## src/rtl/data_mem_ctrl_pkg.sv

```systemverilog
// mem_ctrl_pkg: size encodings, FSM states and alignment check shared by the data memory controller
package mem_ctrl_pkg;
    localparam logic [1:0] SZ_B = 2'b00;
    localparam logic [1:0] SZ_H = 2'b01;
    localparam logic [1:0] SZ_W = 2'b10;
    localparam logic [1:0] SZ_D = 2'b11;
    typedef enum logic [2:0] {IDLE, RD_LO, RD_HI, WR_LO, WR_HI, RESP} state_t;
    function automatic logic misaligned(input logic [1:0] size, input logic [2:0] addr);
        return (size == SZ_H && addr[0]) || (size == SZ_W && addr[1:0] != 2'b00) || (size == SZ_D && addr != 3'b000);
    endfunction
endpackage

```

## src/rtl/data_mem_ctrl_if.sv

```systemverilog
// data_mem_ctrl_if: request/response handshake plus the Memoria32 port
interface data_mem_ctrl_if;
    logic        req_valid;
    logic        req_ready;
    logic        req_we;
    logic [1:0]  req_size;
    logic        req_unsigned;
    logic [63:0] req_addr;
    logic [63:0] req_wdata;
    logic        rsp_valid;
    logic [63:0] rsp_rdata;
    logic        rsp_err;
    logic [31:0] mem_addr;
    logic [31:0] mem_wdata;
    logic [31:0] mem_rdata;
    logic        mem_wr;
    modport slave (
        input  req_valid, req_we, req_size, req_unsigned, req_addr, req_wdata, mem_rdata,
        output req_ready, rsp_valid, rsp_rdata, rsp_err, mem_addr, mem_wdata, mem_wr
    );
    modport master (
        output req_valid, req_we, req_size, req_unsigned, req_addr, req_wdata, mem_rdata,
        input  req_ready, rsp_valid, rsp_rdata, rsp_err, mem_addr, mem_wdata, mem_wr
    );
endinterface

```

## src/rtl/mem_lane_align.sv

```systemverilog
// mem_lane_align: load lane select with sign/zero extension, and store lane merge into a word
module mem_lane_align
    import mem_ctrl_pkg::*;
(
    input  logic [1:0]  size_i,
    input  logic        unsigned_i,
    input  logic [1:0]  off_i,
    input  logic [31:0] rword_i,
    input  logic [31:0] oword_i,
    input  logic [31:0] wdata_i,
    output logic [63:0] load_o,
    output logic [31:0] merge_o
);
    logic [31:0] shifted;
    logic [31:0] lane_mask;
    logic        sign;
    // shift the addressed lane down for loads; place store data into the addressed lane of the old word
    always_comb begin
        shifted   = rword_i >> {off_i, 3'b000};
        sign      = !unsigned_i && (size_i == SZ_B ? shifted[7] : size_i == SZ_H ? shifted[15] : shifted[31]);
        load_o    = size_i == SZ_B ? {{56{sign}}, shifted[7:0]} :
                    size_i == SZ_H ? {{48{sign}}, shifted[15:0]} : {{32{sign}}, shifted};
        lane_mask = (size_i == SZ_B ? 32'h0000_00FF : 32'h0000_FFFF) << {off_i, 3'b000};
        merge_o   = (oword_i & ~lane_mask) | ((wdata_i << {off_i, 3'b000}) & lane_mask);
    end
endmodule

```

## src/rtl/data_mem_ctrl.sv

```systemverilog
// data_mem_ctrl: serves loads/stores against a 32-bit single-port memory, splitting dwords and doing RMW for sub-word stores
module data_mem_ctrl
    import mem_ctrl_pkg::*;
#(
    parameter int MEM_LAT = 1
) (
    input logic            Clk,
    input logic            Reset,
    data_mem_ctrl_if.slave bus
);
    localparam int CW = $clog2(MEM_LAT + 1);
    state_t        state_q, state_d;
    logic [CW-1:0] cnt_q, cnt_d;
    logic          we_q, uns_q, err_q, err_d, rd_done;
    logic [1:0]    size_q;
    logic [31:0]   addr_q, lo_q, lo_d, lo_addr, merge_val;
    logic [63:0]   wdata_q, rdata_q, rdata_d, load_val;

    mem_lane_align u_align (
        .size_i    (size_q),
        .unsigned_i(uns_q),
        .off_i     (addr_q[1:0]),
        .rword_i   (bus.mem_rdata),
        .oword_i   (lo_q),
        .wdata_i   (wdata_q[31:0]),
        .load_o    (load_val),
        .merge_o   (merge_val)
    );

    // state, wait counter, captured word/response, and request fields latched on acceptance
    always_ff @(posedge Clk or negedge Reset) begin
        if (!Reset) begin
            state_q <= IDLE;
            cnt_q   <= '0;
            lo_q    <= '0;
            rdata_q <= '0;
            err_q   <= 1'b0;
            we_q    <= 1'b0;
            uns_q   <= 1'b0;
            size_q  <= SZ_B;
            addr_q  <= '0;
            wdata_q <= '0;
        end else begin
            state_q <= state_d;
            cnt_q   <= cnt_d;
            lo_q    <= lo_d;
            rdata_q <= rdata_d;
            err_q   <= err_d;
            if (state_q == IDLE && bus.req_valid) begin
                we_q    <= bus.req_we;
                uns_q   <= bus.req_unsigned;
                size_q  <= bus.req_size;
                addr_q  <= bus.req_addr[31:0];
                wdata_q <= bus.req_wdata;
            end
        end
    end

    // next state; RD states wait MEM_LAT cycles then capture, response registers load on entry to RESP
    always_comb begin
        rd_done = cnt_q == CW'(MEM_LAT);
        state_d = state_q;
        lo_d    = lo_q;
        rdata_d = rdata_q;
        err_d   = err_q;
        cnt_d   = (state_q == RD_LO || state_q == RD_HI) && !rd_done ? cnt_q + 1'b1 : '0;
        case (state_q)
            IDLE:    if (bus.req_valid) state_d = misaligned(bus.req_size, bus.req_addr[2:0]) ? RESP :
                                                  bus.req_we && bus.req_size[1] ? WR_LO : RD_LO;
            RD_LO:   if (rd_done) begin
                         lo_d    = bus.mem_rdata;
                         state_d = we_q ? WR_LO : size_q == SZ_D ? RD_HI : RESP;
                     end
            RD_HI:   if (rd_done) state_d = RESP;
            WR_LO:   state_d = size_q == SZ_D ? WR_HI : RESP;
            WR_HI:   state_d = RESP;
            default: state_d = IDLE;
        endcase
        if (state_d == RESP && state_q != RESP) begin
            err_d   = state_q == IDLE;
            rdata_d = state_q == RD_HI ? {bus.mem_rdata, lo_q} : state_q == RD_LO ? load_val : '0;
        end
    end

    assign lo_addr       = {addr_q[31:2], 2'b00};
    assign bus.req_ready = state_q == IDLE;
    assign bus.rsp_valid = state_q == RESP;
    assign bus.rsp_rdata = rdata_q;
    assign bus.rsp_err   = err_q;
    assign bus.mem_wr    = state_q == WR_LO || state_q == WR_HI;
    assign bus.mem_addr  = state_q == RD_HI || state_q == WR_HI ? lo_addr + 32'd4 :
                           state_q == RD_LO || state_q == WR_LO ? lo_addr : '0;
    assign bus.mem_wdata = state_q == WR_HI ? wdata_q[63:32] :
                           state_q == WR_LO ? (size_q[1] ? wdata_q[31:0] : merge_val) : '0;
endmodule

```

## src/flat_wrapper.sv

```systemverilog
// flat-port wrapper written by rule: the top's interface ports become plain ports
module data_mem_ctrl_flat import mem_ctrl_pkg::*;
#(
    parameter int MEM_LAT = 1
)
  (Clk, Reset, bus_req_valid, bus_req_we, bus_req_size, bus_req_unsigned, bus_req_addr, bus_req_wdata, bus_mem_rdata, bus_req_ready, bus_rsp_valid, bus_rsp_rdata, bus_rsp_err, bus_mem_addr, bus_mem_wdata, bus_mem_wr);
  data_mem_ctrl_if bus_i ();
  input logic Clk;
  input logic Reset;
  input wire logic [$bits(bus_i.req_valid)-1:0] bus_req_valid;
  input wire logic [$bits(bus_i.req_we)-1:0] bus_req_we;
  input wire logic [$bits(bus_i.req_size)-1:0] bus_req_size;
  input wire logic [$bits(bus_i.req_unsigned)-1:0] bus_req_unsigned;
  input wire logic [$bits(bus_i.req_addr)-1:0] bus_req_addr;
  input wire logic [$bits(bus_i.req_wdata)-1:0] bus_req_wdata;
  input wire logic [$bits(bus_i.mem_rdata)-1:0] bus_mem_rdata;
  output wire logic [$bits(bus_i.req_ready)-1:0] bus_req_ready;
  output wire logic [$bits(bus_i.rsp_valid)-1:0] bus_rsp_valid;
  output wire logic [$bits(bus_i.rsp_rdata)-1:0] bus_rsp_rdata;
  output wire logic [$bits(bus_i.rsp_err)-1:0] bus_rsp_err;
  output wire logic [$bits(bus_i.mem_addr)-1:0] bus_mem_addr;
  output wire logic [$bits(bus_i.mem_wdata)-1:0] bus_mem_wdata;
  output wire logic [$bits(bus_i.mem_wr)-1:0] bus_mem_wr;
  assign bus_i.req_valid = bus_req_valid;
  assign bus_i.req_we = bus_req_we;
  assign bus_i.req_size = bus_req_size;
  assign bus_i.req_unsigned = bus_req_unsigned;
  assign bus_i.req_addr = bus_req_addr;
  assign bus_i.req_wdata = bus_req_wdata;
  assign bus_i.mem_rdata = bus_mem_rdata;
  assign bus_req_ready = bus_i.req_ready;
  assign bus_rsp_valid = bus_i.rsp_valid;
  assign bus_rsp_rdata = bus_i.rsp_rdata;
  assign bus_rsp_err = bus_i.rsp_err;
  assign bus_mem_addr = bus_i.mem_addr;
  assign bus_mem_wdata = bus_i.mem_wdata;
  assign bus_mem_wr = bus_i.mem_wr;
  data_mem_ctrl #(.MEM_LAT(MEM_LAT)) u_core (.Clk(Clk), .Reset(Reset), .bus(bus_i));
endmodule
```

## config.mk

```make
export PLATFORM = sky130hd
export DESIGN_NAME = data_mem_ctrl_flat
export DESIGN_NICKNAME = d
export VERILOG_FILES = /design/src/rtl/data_mem_ctrl_pkg.sv /design/src/rtl/data_mem_ctrl_if.sv /design/src/rtl/mem_lane_align.sv /design/src/rtl/data_mem_ctrl.sv /design/src/flat_wrapper.sv
export SDC_FILE = /design/constraint.sdc
export NUM_CORES = 1
export LEC_CHECK = 0
export CAP_MARGIN = 15
export CELL_PAD_IN_SITES_DETAIL_PLACEMENT = 2
export CELL_PAD_IN_SITES_GLOBAL_PLACEMENT = 2
export CORE_MARGIN = 2
export CORE_UTILIZATION = 28
export CTS_CLUSTER_DIAMETER = 120
export CTS_CLUSTER_SIZE = 20
export DETAILED_ROUTE_END_ITERATION = 10
export HOLD_SLACK_MARGIN = 0.06
export PLACE_DENSITY = 0.87
export SLEW_MARGIN = 25
export SYNTH_ARGS = -nofsm -noshare
export SYNTH_HDL_FRONTEND = slang
export SYNTH_SLANG_ARGS = --single-unit
export TNS_END_PERCENT = 1
```

## constraint.sdc

```tcl
create_clock -name Clk -period 2.8 [get_ports Clk]
set_input_delay 0.56 -clock Clk [delete_from_list [all_inputs] [get_ports Clk]]
set_output_delay 0.56 -clock Clk [all_outputs]
set_load 0.02 [all_outputs]
```

==> results of run 1 <==
## final cells by class
type,instances,area [sq um],share of cell area (%)
antenna,11,27.5,0.178
clock buffer,16,379,2.46
clock inverter,2,21.3,0.138
inverter,4,15.0,0.0973
multi-input combinational,941,5660,36.7
sequential,201,5040,32.7
tap,518,648,4.20
timing repair buffer,384,3640,23.6
## layout by cell type, fill, tap and decap left out, drive strengths merged, types with 14 or more instances in the layout
master,count
clkdlybuf4s50,199
mux2i,49
a221oi,17
dfrtp,201
nand3,14
clkbuf,24
nor2,32
nand2,397
a22oi,16
a21oi,124
a31oi,44
buf,166
o21ai,87
mux2,50
## what timing repair did
action                     4_1_cts  5_1_grt
setup endpoints to repair       64      108
resized for setup              328       94
setup buffers                   11        9
pin swaps                       12        6
gates cloned                     3        0
## kinds of logic after synthesis
group                    share of synthesized area [%]
AND/OR/NAND/NOR                                   19.2
other                                           0.0346
flip-flops                                        46.5
multiplexers                                      9.73
AO/OA/AOI/OAI                                     19.7
buffers and inverters                             4.77
adder cells (fa/ha/maj)                          0.116
## worst max-delay path, stage by stage, from the launching register on
cell,delay [ps]
dfrtp_2,460
buf_4,140
nor3b_4,160
buf_4,150
nor2_4,310
nor2_1,130
o21ai_0,320
o21ai_2,140
buf_6,160
## sequential cells by signal (all words and copies together), names as in the netlist
name,cells
u_core.bus.rsp_err,1
u_core.wdata_q,64
u_core.lo_q,32
u_core.bus.rsp_rdata,64
u_core.uns_q,1
u_core.addr_q,32
u_core.cnt_q,1
u_core.state_q,3
u_core.size_q,2
u_core.we_q,1
## through the flow
stage               setup slack [ps]  instances  hold WS, ps  total power, uW  utilization (%)
floorplan                        119       1248          264            12100                -
global placement                -316       2025          458            16800             37.9
detailed placement              -366       2025          467            17600             37.9
CTS                             -180       2057         91.5            20200             39.7
global route                    -364       2076          103            22000             40.2
finish                          -242       2077         79.8            20900             40.2
## power by group through the flow
stage / Sequential (uW) / Clock [uW] / Combinational [uW]
2_1_floorplan: 5890 / 0 / 6170
3_3_place_gp: 5610 / 0 / 11200
3_5_place_dp: 5780 / 0 / 11800
4_1_cts: 5770 / 2150 / 12300
5_1_grt: 6050 / 2270 / 13700
6_report: 5900 / 2130 / 12800
## how the worst max path moves through the flow
stage | end | cells past startpoint | startpoint | slack (ps)
after global routing | bus_mem_addr[6] | 8 | u_core.state_q[1]$_DFF_PN0_ | -360
final | bus_mem_addr[6] | 8 | u_core.state_q[1]$_DFF_PN0_ | -240
after global placement | bus_mem_addr[7] | 7 | u_core.state_q[2]$_DFF_PN0_ | -320
after floorplan | bus_mem_addr[25] | 6 | u_core.addr_q[7]$_DFFE_PN0P_ | 120
after detailed placement | bus_mem_wdata[30] | 7 | u_core.size_q[1]$_DFFE_PN0P_ | -370
after CTS | bus_mem_addr[22] | 8 | u_core.state_q[2]$_DFF_PN0_ | -180
## metal layers
metal	wire (um)	global-route usage [%]	vias to the layer above
li1	-	-	4957
met5	0	0	-
met2	26600	42.2	425
met4	2540	13.0	0
met1	21500	30.0	5828
met3	2440	4.09	129
==> flow_summary.toml, run 1 <==
[detailed_routing]
drtAntennaViolNets = 0
drt_iter0_markers = 639
firstDrtPassIters = 5
vias = 11300
drt-vias-per-instance = 5.46
routedWlPerCell_um = 25.6
wl_um = 53100
drc = 0

[synthesis]
synth_most_common_cell = "nand2_1"
synthTopCellsByCount = "nand2_1, dfrtp_1, a21oi_1"
avgSynthCellArea_sq_um = 8.68
ys_ff_latch = 201
synth_top_area_share_pct = 46.5
synthFlopType = "dfrtp_1"
ys_seq_area_share_pct = 46.5
synth_area_leaders = "dfrtp_1, nand2_1, a21oi_1, mux2_2, mux2i_1"
synth_cells = 1247
synth_edf_count = 0
yosys.area.top_type = "dfrtp_1"
synth_cell_types = 65
yosysWarningCount = 0
synthArstFlopShare_pct = 100
syn_area_sq_mm = 0.0108

[pwr]
p_leak_uw = 0.00671
pwr-share-clk_pct = 10.2
ir_drop_mv = 0.570
p_sw_share_pct = 49.1
seqPwrFrac_pct = 28.3
switchingPower_uw = 10200
p_per_area_mw_per_mm2 = 1350
p_int_uw = 10600
comb_power_share_pct = 61.5

[grt]
antenna_found_initial = 10
grt_pass1_wl_um = 77700
grt_usage_pct = 24.7
grt_pass1_vias = 12600
overflow = 0
grt_max_degree = 100

[timing]
finalWorstSetupSlack_ps = -242
fmax_mhz = 329
clock_skew_ps = 33.1
timing.final.crit_share_pct = 109
worst_pin_slew_ps = 622
rsz0062_at_grt = "yes"
hold_viol = 0
drv_slew = 0
setup_tns_ps = -4200
final.min_clock_period_ps = 3040
relSlewSlack_pct = 58.6
setup_viol = 44

[worst_setup_path]
end_kind = "output pin"
arrival_ps = 2480
reg2reg_depth = 7
r2r_end = "u_core.bus.rsp_rdata[16]$_DFFE_PN0P_"
criticalPathCategory = "flop to output pin"
worstReg2RegStart = "u_core.addr_q[0]$_DFFE_PN0P_"
cp_data_required_time_ps = 2240
startpoint_type = "flop"
r2r_setup_slack_ps = -110
crit_fanout = 12

[clock_network]
cts_tree = "done"
clkTransAtPathRegs_ps = 100
clock_sinks = 201
cts_htree_levels = 1
worstSkewPairLatency_ps = 490
cts_buffers = 14
cts-root-buf = "clkbuf_16"
cts_hold_buf = 0
clockBufferDepth = 3

[placed_design]
place_area_sq_mm = 0.0146
dp_hpwl_um = 35600
portBuffers = 264
gp_congestion = 0.834

[final_layout]
fillers = 4219
num-nets-final = 1714
area_growth_pct = 42.5
fin_area_sq_mm = 0.0154
drive_gt1_share_pct = 21.8

[floorplanning]
initial_utilization_pct = 28.2
dieHeight_um = 201
die-area_sq_mm = 0.0403
std_cell_rows = 72
die_width_um = 201
core_area_sq_mm = 0.0384
num_io_pins = 299

[outcome]
status = "finished, violations left"
failed_checks = "negative setup slack"

[job]
cap_viol_max_count = 0

[min_path]
holdCritPathClass = "primary input to asynchronous set/reset pin"
Power figures use the tool's default switching activity.
==> run 2, diff against run 1 <==
--- a/config.mk
+++ b/config.mk
@@ -10,7 +10,6 @@
 export CELL_PAD_IN_SITES_GLOBAL_PLACEMENT = 2
 export CORE_MARGIN = 2
 export CORE_UTILIZATION = 28
-export CTS_CLUSTER_DIAMETER = 120
 export CTS_CLUSTER_SIZE = 20
 export DETAILED_ROUTE_END_ITERATION = 10
 export HOLD_SLACK_MARGIN = 0.06
==> flow_summary.toml, run 2 (synthesis results as in run 1) <==
[final_layout]
postLayoutCoreUtil_pct = 42.0
final_common_cell = "nand2_1"
final_cells = 2108
layout_common_cells = "nand2_1, clkdlybuf4s50_1, dfrtp_1"
num-nets-final = 1727
drive_gt1_share_pct = 24.4
area_growth_pct = 48.8

[timing]
hold_viol = 0
worst_pin_slew_ps = 652
drv_slew = 0
timing.final.crit_share_pct = 109
fmax_mhz = 329
finalWorstSetupSlack_ps = -239
setup_viol = 53
rsz0062_at_grt = "yes"
clock_skew_ps = 30.7
relSlewSlack_pct = 56.5
final.min_clock_period_ps = 3040

[pwr]
ir_drop_mv = 0.753
p_per_area_mw_per_mm2 = 1440
power_uw = 23100
p_leak_uw = 0.00703

[placed_design]
place_ws_ps = -366
gp_congestion = 0.834
dp_cells = 2025
portBuffers = 264
dp_hpwl_um = 35600

[worst_setup_path]
cp_data_required_time_ps = 2240
end_kind = "output pin"
crit_fanout = 16
arrival_ps = 2480
worstReg2RegStart = "u_core.state_q[2]$_DFF_PN0_"
criticalPathCategory = "flop to output pin"
reg2reg_depth = 9
r2r_setup_slack_ps = 70
r2r_end = "u_core.bus.rsp_rdata[33]$_DFFE_PN0P_"
startpoint_type = "flop"

[clock_network]
clkTransAtPathRegs_ps = 70
cts_buffers = 26
cts_tree = "done"
clock_sinks = 201
cts-root-buf = "clkbuf_16"
cts_htree_levels = 1
clockBufferDepth = 3
worstSkewPairLatency_ps = 580

[detailed_routing]
drtAntennaViolNets = 0
drt-vias-per-instance = 5.57
firstDrtPassIters = 5
drc = 0
routedWlPerCell_um = 27.2
wl_um = 57200
vias = 11700
drt_iter0_markers = 732

[grt]
grt_pass1_vias = 12900
antenna_found_initial = 11
grt_usage_pct = 27.2
overflow = 0
grt_max_degree = 100
grt_pass1_wl_um = 84500

[min_path]
worstHoldEndpoint = "u_core.wdata_q[60]$_DFFE_PN0P_"
hold_depth = 2
worstHoldStart = "u_core.wdata_q[60]$_DFFE_PN0P_"
holdCritPathClass = "flop to flop"

[floorplanning]
die-area_sq_mm = 0.0403
die_width_um = 201
num_io_pins = 299
core_area_sq_mm = 0.0384
dieHeight_um = 201
initial_utilization_pct = 28.2
std_cell_rows = 72

[outcome]
failed_checks = "negative setup slack"
status = "finished, violations left"

[job]
cap_viol_max_count = 0
[run 2: per-stage QoR]
step                hold WS [ps]  instance area, sq um  TNS (ps)
finish                       474                 16100     -6710
global route                 512                 16100    -11060
CTS                          482                 15900     -6060
detailed placement           467                 14600     -2310
global placement             458                 14600     -5090
floorplan                    264                 10800         0
[run 2: per-layer routing]
layer | up-vias | wire (um) | share of wire [%] | global-route usage [%]
li1 | 5014 | - | - | -
met1 | 6005 | 22000 | 38 | 32.1
met2 | 509 | 28200 | 49 | 46.3
met3 | 215 | 3000 | 5.2 | 4.76
met4 | 0 | 4060 | 7.1 | 16.6
met5 | - | 0 | 0 | 0
[run 2: timing repair]
| item | in CTS | in global routing |
|---|---|---|
| endpoints found under the setup margin | 65 | 80 |
| setup buffers | 13 | 6 |
| gates cloned | 4 | 0 |
| resized for setup | 395 | 99 |
| hold buffers | 1 | 0 |
| hold endpoints to repair | 57 | 0 |
| pin swaps | 14 | 13 |
[run 2: worst max path at each step]
| stage | cells past startpoint | startpoint | to |
|---|---|---|---|
| after detailed placement | 7 | u_core.size_q[1]$_DFFE_PN0P_ | bus_mem_wdata[30] |
| after floorplan | 6 | u_core.addr_q[7]$_DFFE_PN0P_ | bus_mem_addr[25] |
| after global routing | 9 | u_core.state_q[1]$_DFF_PN0_ | bus_mem_addr[22] |
| after global placement | 7 | u_core.state_q[2]$_DFF_PN0_ | bus_mem_addr[7] |
| after CTS | 8 | u_core.state_q[2]$_DFF_PN0_ | bus_mem_addr[22] |
| final | 7 | u_core.size_q[1]$_DFFE_PN0P_ | bus_mem_wdata[30] |
[run 2: report_power, final]
part / leakage, uW / switching [uW] / internal [uW] / total [uW]
combinational: 0.00414 / 7990 / 5340 / 13300
sequential: 0.00242 / 1610 / 4430 / 6040
clock: 0.000465 / 1500 / 2270 / 3770
total: 0.00703 / 11100 / 12000 / 23100
[run 2: worst max-delay path, stage by stage, from the launching register on]
cell,delay [ps]
dfrtp_2,470
o31a_1,350
buf_12,180
a211oi_4,290
buf_4,160
a21oi_1,50
o21ai_2,210
buf_4,170
[run 2: area by class of cell]
class	instances	area, sq um
flip-flops and latches	201	5040
clock buffers	35	754
repair buffers	385	3670
well taps	518	648
fillers	4162	22300
diodes	11	27.5
inverters	4	15.0
clock inverters	13	203
multi-input cells	941	5750
